### config.mk
export PLATFORM = sky130hd
export DESIGN_NAME = exec_control_unit
export DESIGN_NICKNAME = d
export VERILOG_FILES = /design/src/rtl/exec_ctrl_pkg.sv /design/src/rtl/alu_op_decoder.sv /design/src/rtl/exec_control_unit.sv
export SDC_FILE = /design/constraint.sdc
export NUM_CORES = 1
export LEC_CHECK = 0
export ABC_AREA = 1
export BUFFER_PORTS_ARGS = -buffer_cell sky130_fd_sc_hd__buf_4
export CAP_MARGIN = 20
export CELL_PAD_IN_SITES_DETAIL_PLACEMENT = 0
export CELL_PAD_IN_SITES_GLOBAL_PLACEMENT = 1
export CORE_MARGIN = 5
export CORE_UTILIZATION = 28
export DETAILED_ROUTE_END_ITERATION = 12
export PLACE_DENSITY = 0.9
export SYNTH_ARGS = -nofsm -noshare
export SYNTH_HDL_FRONTEND = slang
export SYNTH_SLANG_ARGS = --single-unit
### constraint.sdc
create_clock -name vclk -period 2.67
set_clock_uncertainty 0.1 [all_clocks]
set_input_delay 0.534 -clock vclk [all_inputs]
set_output_delay 0.534 -clock vclk [all_outputs]
set_load 0.005 [all_outputs]
### src/rtl/exec_ctrl_pkg.sv
// Shared ALU_OP classes, ALU_CONTROL base codes and the MDU sequencer state.
package exec_ctrl_pkg;

  localparam logic [2:0] OP_R      = 3'd0;
  localparam logic [2:0] OP_LOAD   = 3'd1;
  localparam logic [2:0] OP_JALR   = 3'd2;
  localparam logic [2:0] OP_IARITH = 3'd3;
  localparam logic [2:0] OP_SBJ    = 3'd4;
  localparam logic [2:0] OP_LUI    = 3'd5;
  localparam logic [2:0] OP_AUIPC  = 3'd6;

  localparam logic [6:0] F7_BASE   = 7'b0000000;
  localparam logic [6:0] F7_ALT    = 7'b0100000;
  localparam logic [6:0] F7_MULDIV = 7'b0000001;

  localparam logic [4:0] C_AND    = 5'd0;
  localparam logic [4:0] C_OR     = 5'd1;
  localparam logic [4:0] C_ADD    = 5'd2;
  localparam logic [4:0] C_SUB    = 5'd3;
  localparam logic [4:0] C_SLL    = 5'd4;
  localparam logic [4:0] C_SLT    = 5'd5;
  localparam logic [4:0] C_SLTU   = 5'd6;
  localparam logic [4:0] C_XOR    = 5'd7;
  localparam logic [4:0] C_SRL    = 5'd8;
  localparam logic [4:0] C_SRA    = 5'd9;
  localparam logic [4:0] C_MUL    = 5'd10;
  localparam logic [4:0] C_MULH   = 5'd11;
  localparam logic [4:0] C_MULHSU = 5'd12;
  localparam logic [4:0] C_MULHU  = 5'd13;
  localparam logic [4:0] C_DIV    = 5'd14;
  localparam logic [4:0] C_DIVU   = 5'd15;
  localparam logic [4:0] C_REM    = 5'd16;
  localparam logic [4:0] C_REMU   = 5'd17;
  localparam logic [4:0] C_FWD    = 5'd18;

  typedef enum logic {ST_IDLE, ST_BUSY} state_t;

endpackage

### src/rtl/alu_op_decoder.sv
// Combinational ALU_OP/FUNC3/FUNC7 decode into the ALU/MDU select and class flags.
// M-extension codes are only produced when EXEC_CTRL_MDU_EN is defined.
module alu_op_decoder
  import exec_ctrl_pkg::*;
#(
  parameter int CTRL_W = 5
) (
  input  logic [2:0]        alu_op,
  input  logic [2:0]        func3,
  input  logic [6:0]        func7,
  output logic [CTRL_W-1:0] alu_control,
  output logic              is_mul,
  output logic              is_div
);

  logic [4:0] code;
  logic       invalid;

  always_comb begin
    code    = C_ADD;
    invalid = 1'b0;
    case (alu_op)
      OP_R: begin
        if (func7 == F7_BASE) begin
          case (func3)
            3'b000:  code = C_ADD;
            3'b001:  code = C_SLL;
            3'b010:  code = C_SLT;
            3'b011:  code = C_SLTU;
            3'b100:  code = C_XOR;
            3'b101:  code = C_SRL;
            3'b110:  code = C_OR;
            default: code = C_AND;
          endcase
        end else if (func7 == F7_ALT && func3 == 3'b000) begin
          code = C_SUB;
        end else if (func7 == F7_ALT && func3 == 3'b101) begin
          code = C_SRA;
`ifdef EXEC_CTRL_MDU_EN
        end else if (func7 == F7_MULDIV) begin
          case (func3)
            3'b000:  code = C_MUL;
            3'b001:  code = C_MULH;
            3'b010:  code = C_MULHSU;
            3'b011:  code = C_MULHU;
            3'b100:  code = C_DIV;
            3'b101:  code = C_DIVU;
            3'b110:  code = C_REM;
            default: code = C_REMU;
          endcase
`endif
        end else begin
          invalid = 1'b1;
        end
      end
      OP_LOAD, OP_JALR, OP_SBJ, OP_AUIPC: code = C_ADD;
      OP_IARITH: begin
        case (func3)
          3'b000: code = C_ADD;
          3'b010: code = C_SLT;
          3'b011: code = C_SLTU;
          3'b100: code = C_XOR;
          3'b110: code = C_OR;
          3'b111: code = C_AND;
          3'b001: begin
            if (func7 == F7_BASE) code = C_SLL;
            else                  invalid = 1'b1;
          end
          default: begin
            // shift-right immediates: funct7 picks logical vs arithmetic
            if (func7 == F7_BASE)     code = C_SRL;
            else if (func7 == F7_ALT) code = C_SRA;
            else                      invalid = 1'b1;
          end
        endcase
      end
      OP_LUI:  code = C_FWD;
      default: invalid = 1'b1;
    endcase
  end

  assign alu_control = invalid ? '1 : CTRL_W'(code);
  assign is_mul      = !invalid && (code >= C_MUL) && (code <= C_MULHU);
  assign is_div      = !invalid && (code >= C_DIV) && (code <= C_REMU);

endmodule

### src/rtl/exec_control_unit.sv
// Execute-stage control: ALU decode plus MDU start/stall/kill sequencing.
// EXEC_CTRL_MDU_EN enables M-op decode and the MDU sequencer; otherwise MDU outputs tie to 0.
module exec_control_unit
  import exec_ctrl_pkg::*;
#(
  parameter int CTRL_W      = 5,
  parameter int MUL_LATENCY = 1,
  parameter int DIV_LATENCY = 33
) (
  input  logic              CLK,
  input  logic              RESET_N,
  input  logic              VALID_IN,
  input  logic              FLUSH,
  input  logic [2:0]        ALU_OP,
  input  logic [2:0]        FUNC3,
  input  logic [6:0]        FUNC7,
  output logic [CTRL_W-1:0] ALU_CONTROL,
  output logic              ILLEGAL,
  output logic              STALL,
  output logic              MDU_START,
  output logic              MDU_KILL,
  output logic              MDU_RESULT_SEL
);

  logic is_mul, is_div;

  alu_op_decoder #(.CTRL_W(CTRL_W)) u_dec (
    .alu_op      (ALU_OP),
    .func3       (FUNC3),
    .func7       (FUNC7),
    .alu_control (ALU_CONTROL),
    .is_mul      (is_mul),
    .is_div      (is_div)
  );

  assign ILLEGAL = RESET_N & VALID_IN & (&ALU_CONTROL);

`ifdef EXEC_CTRL_MDU_EN
  localparam int MAX_LAT = (MUL_LATENCY > DIV_LATENCY) ? MUL_LATENCY : DIV_LATENCY;
  localparam int CNT_W   = (MAX_LAT > 1) ? $clog2(MAX_LAT) : 1;
  // BUSY covers cycles 1..L-1, so the counter starts at L-2
  localparam logic [CNT_W-1:0] MUL_LOAD = (MUL_LATENCY > 1) ? CNT_W'(MUL_LATENCY - 2) : '0;
  localparam logic [CNT_W-1:0] DIV_LOAD = (DIV_LATENCY > 1) ? CNT_W'(DIV_LATENCY - 2) : '0;

  state_t           state, state_nxt;
  logic [CNT_W-1:0] cnt, cnt_nxt;
  logic             accept, single;

  assign accept = VALID_IN & ~FLUSH & (is_mul | is_div);
  assign single = is_mul ? (MUL_LATENCY == 1) : (DIV_LATENCY == 1);

  always_comb begin
    state_nxt      = state;
    cnt_nxt        = cnt;
    STALL          = 1'b0;
    MDU_START      = 1'b0;
    MDU_KILL       = 1'b0;
    MDU_RESULT_SEL = 1'b0;
    case (state)
      ST_IDLE: begin
        if (accept) begin
          MDU_START = 1'b1;
          if (single) begin
            MDU_RESULT_SEL = 1'b1;
          end else begin
            STALL     = 1'b1;
            cnt_nxt   = is_mul ? MUL_LOAD : DIV_LOAD;
            state_nxt = ST_BUSY;
          end
        end
      end
      default: begin
        if (FLUSH) begin
          MDU_KILL  = 1'b1;
          state_nxt = ST_IDLE;
        end else if (cnt != '0) begin
          STALL   = 1'b1;
          cnt_nxt = cnt - CNT_W'(1);
        end else begin
          MDU_RESULT_SEL = 1'b1;
          state_nxt      = ST_IDLE;
        end
      end
    endcase
    // the MDU shares our reset, so nothing is killed; just go quiet
    if (!RESET_N) begin
      STALL          = 1'b0;
      MDU_START      = 1'b0;
      MDU_KILL       = 1'b0;
      MDU_RESULT_SEL = 1'b0;
    end
  end

  always_ff @(posedge CLK or negedge RESET_N) begin
    if (!RESET_N) begin
      state <= ST_IDLE;
      cnt   <= '0;
    end else begin
      state <= state_nxt;
      cnt   <= cnt_nxt;
    end
  end
`else
  logic unused_ok;
  assign unused_ok = ^{CLK, FLUSH, is_mul, is_div, (MUL_LATENCY == DIV_LATENCY)};

  assign STALL          = 1'b0;
  assign MDU_START      = 1'b0;
  assign MDU_KILL       = 1'b0;
  assign MDU_RESULT_SEL = 1'b0;
`endif

endmodule

Word-level counts from Yosys, hierarchy flattened
Index checks and enable logic that the tools add are counted.

storage, ports and cells
  output and inout port bits = 10
  word-level logic and storage cells = 42
  register bits = 0
  input port bits = 17

operators by class
  eq/ne operators = 14
  reductions and logical operators = 8
  muxes and demuxes = 18
  bitwise gates (word level) = 2

operators with widths
  cell                                                 count
  case mux 5 bit (7 select lines)                      1
  case mux 4 bit (7 select lines)                      1
  equality test 3 bit, second input constant           7
  2-to-1 mux 5 bit                                     4
  case mux 5 bit (3 select lines)                      1
  equality test 3 x 2 -> 1 bit, second input constant  4
  2-to-1 mux 4 bit                                     2
  equality test 7 x 6 -> 1 bit, second input constant  1
  logical NOT 7 bit                                    1
  equality test 3 x 1 -> 1 bit, second input constant  2
  logical NOT 3 bit                                    2
  2-to-1 mux 1 bit                                     6
  OR reduction 6 bit                                   1
  AND reduction 5 bit                                  1
  OR reduction 5 bit                                   1
  2-to-1 mux 3 bit                                     1
  case mux 1 bit (3 select lines)                      1
  bitwise AND 1 bit                                    2
  logical AND 1 bit                                    2
  case mux 1 bit (2 select lines)                      1

Logic depth before layout (Yosys ltp)
Gate-level depths: netlist of run 1.

  depth after elaboration = 9
  mapped depth = 8
  depth with buffers taken out = 8

By module
A second synthesis of run 1 with hierarchy kept.

unflattened totals
  cell total of the unflattened synthesis = 79
  area total of the unflattened synthesis = 382.9 um2

by module, submodules not included
  module             area an instance (um2)  times used  cells each  sequential area each (um2)
  alu_op_decoder     319.1                   1           67          0.0
  exec_control_unit  63.8                    1           12          0.0

Least setup slack after synthesis of run 1
Ideal clock, no wire load.

  path kind = in2out
  start point = in FUNC7[1]
  end point = out ALU_CONTROL[0]
  data arrival time = 1.221 ns
  path buffers = 0
  stages = 6
  data required time = 2.036 ns
  slack = 0.815 ns
  cells stage by stage = nor2_1 nand2_1 o21ai_2 nand3_2 a21oi_4 nand2_1

between the ends
  word-level cells in the longest chain between the ends = 7
  elaborated cells on any way between the ends = 20
  those cells by class = 1 x eq/ne; 16 x mux; 3 x reduce/logical

ends and longest elaborated chain
  element                                                               line                     RTL
  start, declared                                                       exec_control_unit.sv:16  input logic [6:0] FUNC7,
  branches (longest 6 deep; another with equality test 7 x 6 -> 1 bit)  -
  2-to-1 mux 5 bit (*)                                                  alu_op_decoder.sv:82     assign alu_control = invalid ? '1 : CTRL_W'(code);
  end, declared                                                         exec_control_unit.sv:17  output logic [CTRL_W-1:0] ALU_CONTROL,

Mark *: on every way between the ends.

Worst setup path after layout of run 1
  start point = in FUNC7[1]
  end point = out ALU_CONTROL[2]

between the ends
  word-level cells in the longest chain between the ends = 7
  elaborated cells on any way between the ends = 19
  those cells by class = 1 x eq/ne; 15 x mux; 3 x reduce/logical

ends and longest elaborated chain
  element                          line                                                              RTL
  equality test 7 x 6 -> 1 bit     alu_op_decoder.sv:35, alu_op_decoder.sv:37, alu_op_decoder.sv:72
  logical AND 1 bit                alu_op_decoder.sv:37                                              end else if (func7 == F7_ALT && func3 == 3'b101) begin
  2-to-1 mux 1 bit                 alu_op_decoder.sv:37
  2-to-1 mux 1 bit                 alu_op_decoder.sv:35                                              end else if (func7 == F7_ALT && func3 == 3'b000) begin
  2-to-1 mux 1 bit                 alu_op_decoder.sv:24                                              if (func7 == F7_BASE) begin
  case mux 1 bit (3 select lines)  alu_op_decoder.sv:22                                              case (alu_op)
  2-to-1 mux 5 bit (*)             alu_op_decoder.sv:82

Mark *: on every way between the ends. The rest lies on a longest branch, timed or not.

==> flow_summary.yaml, run 1 <==
timing:
  hold_viol: 0
  setup_viol: 0
  period_needed_ps: 2190
  fin_crit_sh_pct: 82.1
  rsz0062_at_grt: "no"
  fmax_mhz: 456
  final.setup.tns_ps: 0
  drv_slew: 0
layout:
  area_growth_pct: 42.7
  clkbuf_count: 0
  seqCellArea_um2: 0
  finalNetCount: 112
  num-fill-cells: 142
  drive_above_1_share_pct: 36.6
  final_util_pct: 41.5
  num_antenna_cells: 0
  seq_cell_count: 0
grt:
  grt_pass1_vias: 414
  grt_overflow: 0
  antenna_found_initial: 0
  grt_pass1_wl_um: 1450
  track_usage_pct: 8.34
  grt_max_degree: 8
pwr:
  pwr-share-seq_pct: 0
  power_switching_uw: 34.3
  p_per_area_mw_per_mm2: 131
  pwr-share-comb_pct: 100.0
  p_clk_share_pct: 0
  p_sw_share_pct: 49.7
  p_int_uw: 34.8
  leakagePower_uw: 0.000294
  vdd_ir_drop_max_uv: 41.4
placed_design:
  hpwlAfterDp_um: 864
  place_congestion: 0.752
  numPortBuffers: 21
yosys:
  yosysTopAreaCell: "nand2_1"
  synth_top_cell_area_share_pct: 22.4
  synthTopCellsByArea: "nand2_1 (22%), nor2_1 (11%), nand3_1 (8.1%)"
  syn_area_um2: 369
  synth.distinct_cells: 19
  yosys_warnings: 0
  syn_area_per_cell_um2: 5.06
  yosysSeqAreaShare_pct: 0
  synth_cells: 73
route:
  num_vias: 475
  drt_pass1_iterations: 4
  detail_route.iter0.violations: 11
  vias_per_cell: 4.40
  ant_nets: 0
  avgRoutedWirePerCell_um: 8.93
  drc: 0
  wirelength_um: 964
setup_path:
  cp-end-kind: "output port"
  cp-start-kind: "input pin"
  path_max_fanout: 4
  required_ps: 2040
  path_class: "input pin to output port"
  critPathArrivalTime_ps: 1560
floorplanning:
  die_area_mm2: 0.00214
  die_h_um: 46.3
  fp-row-count: 13
  die_w_um: 46.3
  ios: 27
  start_util_pct: 29.1
  core_area_mm2: 0.00127
run_status:
  status: "finished clean"
clock_network:
  cts_setup_buffers: 0
  post_cts_resize_count: 0
  ctsHoldBuffers: 0
job:
  cap_violations: 0
min_path:
  min_path_type: "input pin to output port"
cells in the mapped netlist (2+ instances only):
cell / number
a21oi_1: 3
inv_1: 8
nand3_2: 3
nand2_1: 22
inv_2: 3
o211ai_1: 2
nand3_1: 6
nor2_1: 11
nand2_2: 2
buf_4: 4
cells by family after synthesis:
| kind of cell | synth area share [%] |
|---|---|
| buffers and inverters | 20.7 |
| AND/OR/NAND/NOR | 60.0 |
| other | 1.02 |
| AO/OA/AOI/OAI | 18.3 |
cells in the final DEF, fill, tap and decap left out:
cell type	Yosys	routed
o211ai_1	2	2
o21ai_0	1	1
o21ai_2	1	1
nor2_4	1	1
nor2_1	11	11
nand2_2	2	2
nand2_1	22	22
buf_4	4	21
nand3b_1	1	1
a21oi_1	3	3
nor2_2	1	1
inv_1	8	8
conb_1	1	4
nand3_1	6	6
clkinv_2	1	1
o21bai_1	1	1
nand3_2	3	3
a21oi_4	1	1
inv_2	3	3
per-layer routing:
metal  GRT usage, %  share of wire, %
met1           10.5                41
met2           16.2                50
met3          0.391               8.6
met4              0                 0
met5              0                 0
final cells by class:
class / count / area [µm²] / area share, %
multi-input cells: 60 / 304 / 57.7
repair buffers: 21 / 158 / 29.9
inverters: 12 / 46.3 / 8.79
well taps: 15 / 18.8 / 3.56
power groups by stage:
stage,Sequential (µW),Combinational [µW],Clock (µW)
finish,0,69.1,0
CTS,0,69.6,0
global route,0,76.6,0
detailed placement,0,69.3,0
global placement,0,68.6,0
floorplan,0,37.1,0
metrics by stage:
step	total power (µW)	instance area, µm²	worst slack (ps)	hold WS (ps)	cells
after floorplan	37.1	380	815	1040	76
after global placement	68.6	527	490	1280	108
after detailed placement	69.3	527	466	1280	108
after CTS	69.6	527	464	1280	108
after global routing	76.6	527	337	1310	108
final	69.1	527	479	1280	108
critical path, stage by stage:
cell     delay (ps)
buf_4           110
nor2_1          120
nand2_1         120
o21ai_2         170
nand3_2         120
a21oi_4         180
nand2_1          70
buf_4           130
worst paths after layout:
check / end / depth (start not counted) / start / slack, ps
max: ALU_CONTROL[2] / 8 / FUNC7[1] / 480
min: ILLEGAL / 4 / VALID_IN / 1280
No activity file was read; power rests on OpenSTA's default activity.
==> inputs of run 2 (changes only) <==
- CORE_UTILIZATION: 28 -> 23
- PLACE_DENSITY: 0.9 -> 0.79
- clock period: 2.67 -> 1.9 ns (I/O delays scaled with it)
==> flow_summary.yaml, run 2 (same netlist as run 1, synthesis figures left out) <==
timing:
  fin_crit_sh_pct: 99.4
  drv_slew: 0
  hold_viol: 0
  setup_ws_ps: 10.5
  fmax_mhz: 529
  period_needed_ps: 1890
  setup_viol: 0
  rsz0062_at_grt: "yes"
  fin_hold_ws_ps: 976
layout:
  seqCellArea_um2: 0
  layout_common_cells: "nand2_1 (19), buf_4 (14), inv_1 (8), buf_6 (8), nor2_1 (7)"
  layoutNonFillerInstCount: 110
  drive_above_1_share_pct: 44.7
  clkbuf_count: 0
  final_common_cell: "nand2_1"
  num_antenna_cells: 0
  finalNetCount: 113
  num-fill-cells: 183
  seq_cell_count: 0
  area_growth_pct: 60.7
placed_design:
  placed_cells: 109
  numPortBuffers: 21
  place_congestion: 0.762
  hpwlAfterDp_um: 928
  dp_slack_ps: 0.656
setup_path:
  cp_slowest_stage_delay_ps: 220
  path_class: "input pin to output port"
  path_max_fanout: 4
  crit_path_cell_trace: "buf_4, nor2_4, nand2_2, o21ai_2, nand3_2, a21oi_4, nand2_1, buf_6"
  cp-start-kind: "input pin"
  slowest_stage: "a21oi_4"
  required_ps: 1420
  critPathArrivalTime_ps: 1410
  cp-end-kind: "output port"
min_path:
  whs_endpoint: "ILLEGAL"
  min_path_type: "input pin to output port"
  min_path_cells: 4
  holdCritStartpoint: "VALID_IN"
grt:
  grt_max_degree: 8
  antenna_found_initial: 0
  grt_pass1_wl_um: 1730
  grt_pass1_vias: 459
  grt_overflow: 0
  track_usage_pct: 7.78
floorplanning:
  start_util_pct: 24.5
  core_area_mm2: 0.00151
  die_w_um: 50.1
  fp-row-count: 14
  ios: 27
  die_area_mm2: 0.00251
  die_h_um: 50.1
route:
  drc: 0
  vias_per_cell: 4.50
  num_vias: 495
  ant_nets: 0
  wirelength_um: 1090
  detail_route.iter0.violations: 9
  avgRoutedWirePerCell_um: 9.91
  drt_pass1_iterations: 4
pwr:
  leakagePower_uw: 0.000310
  vdd_ir_drop_max_uv: 83.0
  p_per_area_mw_per_mm2: 193
run_status:
  status: "finished clean"
job:
  cap_violations: 0
clock_network:
  ctsHoldBuffers: 0
==> run 2: report_power, final <==
group,internal [µW],switching (µW),total (µW)
Sequential,0,0,0
Combinational,59.6,54.9,114
Clock,0,0,0
==> run 2: what timing repair did <==
item,CTS,global route
endpoints found under the hold margin,0,0
setup buffers,0,1
setup endpoints to repair,0,4
resized for setup,0,17
==> run 2: final cells by class <==
class	count	area [µm²]	area share [%]
multi-input cells	60	332	55.9
repair buffers	22	195	32.9
inverters	12	46.3	7.81
well taps	16	20.0	3.38
==> run 2: per-stage QoR <==
step	power, µW	area (µm²)	TNS, ps	utilization [%]
5_1_grt	127	593	-222	39.4
2_1_floorplan	52.1	380	0	-
4_1_cts	98.7	528	0	35.0
6_report	114	593	0	39.4
3_3_place_gp	97.2	528	0	35.0
3_5_place_dp	98.3	528	0	35.0
==> run 2: worst max-delay path by stage <==
stage / from / end / cells past startpoint
after global routing: FUNC7[3] / ALU_CONTROL[4] / 8
after floorplan: FUNC7[1] / ALU_CONTROL[0] / 6
final: FUNC7[2] / ALU_CONTROL[3] / 8
after CTS: FUNC7[1] / ALU_CONTROL[3] / 8
after detailed placement: FUNC7[0] / ALU_CONTROL[3] / 8
after global placement: FUNC7[0] / ALU_CONTROL[0] / 8
==> run 2: critical path: cells and delay by family <==
| family | cells | cell delay, ps |
|---|---|---|
| buffers and inverters | 2 | 240 |
| and+or+nand+nor | 4 | 390 |
| AOI/OAI and AO/OA | 2 | 400 |
==> run 2: per-layer routing <==
layer | global-route usage (%) | wire, µm
met5 | 0 | 0
met3 | 1.51 | 70
met1 | 10.5 | 480
met2 | 13.4 | 538
met4 | 0 | 0
